[config.mk]
export PLATFORM = sky130hd
export DESIGN_NAME = sig_change_logger
export DESIGN_NICKNAME = d
export VERILOG_FILES = /design/src/rtl/sig_change_logger.sv
export SDC_FILE = /design/constraint.sdc
export NUM_CORES = 1
export LEC_CHECK = 0
export CAP_MARGIN = 10
export CELL_PAD_IN_SITES_DETAIL_PLACEMENT = 1
export CELL_PAD_IN_SITES_GLOBAL_PLACEMENT = 1
export CORE_ASPECT_RATIO = 1.25
export CORE_MARGIN = 2
export CORE_UTILIZATION = 50
export DETAILED_ROUTE_END_ITERATION = 6
export GPL_ROUTABILITY_DRIVEN = 1
export HOLD_SLACK_MARGIN = 0.02
export PLACE_DENSITY = 0.85
export SLEW_MARGIN = 20
export SYNTH_ARGS = -nofsm -noshare
export SYNTH_HDL_FRONTEND = slang
export SYNTH_SLANG_ARGS = --single-unit
[constraint.sdc]
create_clock -name clk -period 3.3 [get_ports clk]
set_input_delay 0.825 -clock clk [delete_from_list [all_inputs] [get_ports clk]]
set_output_delay 0.825 -clock clk [all_outputs]
set_load 0.01 [all_outputs]
[src/rtl/sig_change_logger.sv]
// sig_change_logger: samples a bus of monitored signals on enabled clocks,
// turns every changed bit into a timestamped (time, id, value) event
// (lowest index first) and buffers the events in a show-ahead FIFO that
// is drained through a valid/ready port.
module sig_change_logger #(
  parameter  int NSIG  = 4,
  parameter  int TS_W  = 16,
  parameter  int DEPTH = 8,
  localparam int ID_W  = (NSIG > 1) ? $clog2(NSIG) : 1,
  localparam int CNT_W = $clog2(DEPTH) + 1
) (
  input  logic             clk,
  input  logic             rst_n,
  input  logic             en,
  input  logic [NSIG-1:0]  sig_in,
  output logic             ev_valid,
  input  logic             ev_ready,
  output logic [TS_W-1:0]  ev_time,
  output logic [ID_W-1:0]  ev_id,
  output logic             ev_value,
  output logic [CNT_W-1:0] count,
  output logic             overflow
);

  localparam int AW = (DEPTH > 1) ? $clog2(DEPTH) : 1;

  // Sampler state
  logic [TS_W-1:0] ts;
  logic [NSIG-1:0] prev;
  logic            armed;

  // Pending change set waiting to be serialized
  logic [NSIG-1:0] pend;
  logic [TS_W-1:0] pend_time;
  logic [NSIG-1:0] pend_val;

  // Event storage
  logic [TS_W-1:0]  mem_time [DEPTH];
  logic [ID_W-1:0]  mem_id   [DEPTH];
  logic [DEPTH-1:0] mem_val;
  logic [AW-1:0]    wr_ptr;
  logic [AW-1:0]    rd_ptr;
  logic [CNT_W-1:0] cnt;

  // Combinational control
  logic            pop;
  logic            full;
  logic            push;
  logic [ID_W-1:0] sel_id;
  logic [NSIG-1:0] sel_onehot;
  logic            sel_found;
  logic [NSIG-1:0] pend_after;
  logic [NSIG-1:0] change;
  logic            detect;
  logic            load;
  logic            drop;

  assign ev_valid = (cnt != '0);
  assign count    = cnt;
  assign ev_time  = mem_time[rd_ptr];
  assign ev_id    = mem_id[rd_ptr];
  assign ev_value = mem_val[rd_ptr];

  assign pop  = ev_valid & ev_ready;
  assign full = (cnt == CNT_W'(DEPTH));
  // A full FIFO still accepts a push when the head leaves in the same cycle.
  assign push = (pend != '0) && (!full || pop);

  // Lowest set bit of the pending mask selects the next event to emit
  always_comb begin
    sel_id     = '0;
    sel_onehot = '0;
    sel_found  = 1'b0;
    for (int unsigned i = 0; i < NSIG; i++) begin
      if (pend[i] && !sel_found) begin
        sel_id        = ID_W'(i);
        sel_onehot[i] = 1'b1;
        sel_found     = 1'b1;
      end
    end
  end

  // Pending mask as it stands after this cycle's push; a new change set may
  // only be accepted when this is empty, so a single-bit set leaving this
  // cycle makes room for back-to-back changes.
  assign pend_after = push ? (pend & ~sel_onehot) : pend;
  assign change     = armed ? (sig_in ^ prev) : '1;
  assign detect     = en && (change != '0);
  assign load       = detect && (pend_after == '0);
  assign drop       = detect && (pend_after != '0);

  // Timestamp counter and previous-sample register advance on enabled edges
  always_ff @(posedge clk or negedge rst_n) begin
    if (!rst_n) begin
      ts    <= '0;
      prev  <= '0;
      armed <= 1'b0;
    end else if (en) begin
      ts    <= ts + 1'b1;
      prev  <= sig_in;
      armed <= 1'b1;
    end
  end

  // Pending change set: drained bit by bit, reloaded when empty, sticky overflow on drop
  always_ff @(posedge clk or negedge rst_n) begin
    if (!rst_n) begin
      pend      <= '0;
      pend_time <= '0;
      pend_val  <= '0;
      overflow  <= 1'b0;
    end else begin
      if (load) begin
        pend      <= change;
        pend_time <= ts;
        pend_val  <= sig_in;
      end else begin
        pend      <= pend_after;
      end
      if (drop) begin
        overflow <= 1'b1;
      end
    end
  end

  // Event FIFO: write at wr_ptr, show-ahead read at rd_ptr, occupancy counter
  always_ff @(posedge clk or negedge rst_n) begin
    if (!rst_n) begin
      for (int unsigned i = 0; i < DEPTH; i++) begin
        mem_time[i] <= '0;
        mem_id[i]   <= '0;
      end
      mem_val <= '0;
      wr_ptr  <= '0;
      rd_ptr  <= '0;
      cnt     <= '0;
    end else begin
      if (push) begin
        mem_time[wr_ptr] <= pend_time;
        mem_id[wr_ptr]   <= sel_id;
        mem_val[wr_ptr]  <= |(pend_val & sel_onehot);
        wr_ptr           <= wr_ptr + 1'b1;
      end
      if (pop) begin
        rd_ptr <= rd_ptr + 1'b1;
      end
      case ({push, pop})
        2'b10:   cnt <= cnt + 1'b1;
        2'b01:   cnt <= cnt - 1'b1;
        default: cnt <= cnt;
      endcase
    end
  end

endmodule
==> parameters.txt <==
Parameter                              Value

Status
  Result of the run ... complete, no violations

Setup path
  Critical setup path kind ... reg -> out
  Critical path required time ... 2.47 ns
  Crit Path Max Fanout ... 20
  CP Capture Type ... primary output
  Critical path arrival ... 2.40 ns
  Critical Path Source ... rd_ptr[0]$_DFFE_PN0P_
  Worst r2r path cells ... 8
  Source of the worst register-to-register timing path ... pend[1]$_DFF_PN0_
  End of the worst register-to-register path ... count[3]$_DFFE_PN0P_
  Register-to-Register Setup Slack ... 0.72 ns
  Startpoint kind of the worst setup timing path ... flip-flop

Drt
  Initial DRT Pass Iterations ... 4
  Post-route DRC ... 0
  Vias post-DR ... 6253
  Post-DRT Antenna Nets ... 0
  Violation count after the first detailed-route iteration ... 439
  Via density ... 5.91
  Total Wirelength ... 25700 um
  Wirelength per Cell ... 24.3 um

Pwr
  Reported leakage power ... 5.21 nW
  Peak ir drop on the vdd network ... 0.000617 V
  Total power ... 0.0101 W
  Power density over the cells ... 935 nW/um^2

STA
  Final period demand of the worst path ... 3.22 ns
  Setup TNS ... 0 ns
  Achievable clock frequency ... 0.310 GHz
  Fin. Hold Viols ... 0
  Final slew viol count ... 0
  Transition time at the pin with the least slew margin ... 0.851 ns
  Rel. slew slack ... 43.3%
  Post-Route Skew ... 0.0162 ns
  Total of endpoints with negative setup slack in the final report ... 0
  Post-route fraction of the period consumed by the critical path ... 97.6%
  RSZ-0062 raised after global routing ... false

Placement
  Placer's final routability congestion estimate ... 0.777
  Number of buffers added on ports ... 32
  Inst Count DP ... 1022
  HPWL Detailed ... 15600 um

Clock tree
  Clock Tree Buf Depth ... 3
  Number of buffers inserted by hold repair at cts ... 0
  Clock-pin slew of the registers on the worst-case setup and hold paths ... 0.07 ns
  Clock buffer count from CTS ... 21
  Depth of the CTS H-tree ... 1
  TritonCTS clock tree ... built
  Clock Latency Late Sink ... 0.50 ns
  Number of clock sinks ... 208
  Root cell of the clock tree ... clkbuf_16

Floorplanning
  Starting utilization of the core area ... 50.9%
  Horizontal die dimension ... 128 um
  Number of rows created at floorplan ... 56
  Core Area ... 18800 sq um
  IO Count ... 33
  Die Y-Extent ... 159 um
  Full die area ... 20200 sq um

Logic synthesis
  Syn Area/Cell ... 12.1 sq um
  Synthesized net count ... 802
  Yosys reg bits ... 208
  Async SR Flop Fraction ... 100%
  Cell area after synthesis ... 9550 sq um
  Count of unique library cells instantiated by Yosys ... 53
  Yosys synthesis warning count ... 0
  Predominant post-synthesis flop cell ... dfrtp_1
  Number of synthesized flops with an enable pin ... 0
  Part of the Yosys area used for sequential elements ... 54.5%
  Post-synthesis instance total ... 788

Cells and area
  Final Core Density ... 57.5%
  Leading cell type in the layout, fill and taps excluded ... nand2_1
  Number of nets in the final layout ... 830
  Layout Area Growth over Synthesis ... 13.1%
  Most frequent cells in the layout ... nand2_1 (236), dfrtp_1 (207), mux2_2 (92)
  Share of layout cells above drive strength 1 ... 27.2%
  Count of filler cells inserted in the layout ... 1876
  ANT cells ... 0
  Non-filler instance count after layout ... 1058

Worst hold path
  Class of the tightest hold or removal check ... in -> async

Flow run
  Max_cap viols ... 0

GRT
  Overall track demand over capacity in global routing ... 25.8%
  First-pass GRT wire length ... 39800 um
  Initial antenna violation count ... 0
  Maximum number of pins on one net before global-route repair ... 83
  Vias in the first global route ... 7120
  Remaining Overflow, GRT ... 0
repair_timing:
item                                    CTS  global route
gates cloned                              1             0
endpoints found under the setup margin    3             1
resized for setup                        19             0
setup buffers                             1             1
worst max-delay path by stage:
stage / slack (ns) / end
global route: 0.02 / ev_id[1]
detailed placement: 0.24 / count[3]$_DFFE_PN0P_
finish: 0.08 / ev_id[1]
global placement: 0.37 / count[3]$_DFFE_PN0P_
CTS: 0.03 / ev_time[2]
floorplan: 0.68 / ev_id[1]
routing by layer:
| metal | part of all wire [%] | up-vias | track usage [%] |
|---|---|---|---|
| li1 | - | 2723 | - |
| met1 | 39 | 3355 | 30.3 |
| met2 | 54 | 120 | 48.4 |
| met3 | 3.4 | 55 | 3.26 |
| met4 | 2.9 | 0 | 8.90 |
| met5 | 0 | - | 0 |
synthesized netlist by cell type (6+ instances only):
master | number | share of area [%]
buf_4 | 17 | 1.3
mux2_2 | 92 | 11
o21ai_0 | 31 | 1.6
buf_2 | 14 | 0.73
dfrtp_1 | 208 | 55
xnor2_1 | 19 | 1.7
nand3_1 | 8 | 0.42
mux2_4 | 18 | 2.8
nand2_1 | 236 | 9.3
clkbuf_1 | 24 | 0.94
inv_1 | 6 | 0.24
nor2_1 | 7 | 0.28
mux4_2 | 38 | 9.0
xor2_1 | 6 | 0.55
area by class of cell:
class                      count  area (sq um)  share of cell area [%]
clock buffer                  29           596                    5.51
sequential                   208          5210                    48.2
inverter                       6          22.5                   0.208
tap                          232           290                    2.69
timing repair buffer          67           647                    5.99
multi-input combinational    512          3990                    37.0
clock inverter                 4          47.5                   0.440
through the flow:
step                instance area [sq um]  hold slack [ns]  worst slack (ns)
floorplan                            9550            0.440             0.681
global placement                    10100            0.452             0.368
detailed placement                  10100            0.458             0.236
CTS                                 10800            0.392            0.0287
global route                        10800            0.402            0.0220
finish                              10800            0.354            0.0777
report_power, final:
| part | internal (W) | leakage, nW | switching, W |
|---|---|---|---|
| sequential | 0.00321 | 2.70 | 0.000674 |
| combinational | 0.00186 | 2.20 | 0.00204 |
| clock | 0.00133 | 0.314 | 0.000984 |
cells by family (layout without fill, tap and decap cells):
| family | after synthesis | after routing | synth area share [%] |
|---|---|---|---|
| and+or+nand+nor | 280 | 280 | 12.5 |
| DFF | 208 | 208 | 54.5 |
| muxes | 149 | 149 | 22.7 |
| buffers and inverters | 68 | 106 | 3.68 |
| AOI/OAI and AO/OA | 52 | 52 | 3.39 |
| xor gates and xnor gates | 25 | 25 | 2.29 |
| adders and majority gates | 6 | 6 | 0.865 |
sequential cells by signal, indices dropped and copies added (netlist names), 3 cells and up:
| name | cells |
|---|---|
| pend_val | 4 |
| mem_time | 128 |
| wr_ptr | 3 |
| mem_id | 16 |
| pend_time | 16 |
| mem_val | 8 |
| pend | 4 |
| count | 4 |
| prev | 4 |
| ts | 16 |
| rd_ptr | 3 |
worst max-delay path, cell delays in order, from the launching register on:
cell and delay [ns]:
dfrtp_2 0.42, buf_12 0.12, buf_12 0.20, mux4_2 0.55, mux2_2 0.30, dlygate4sd2_1 0.30
(Power assumes the default switching activity.)
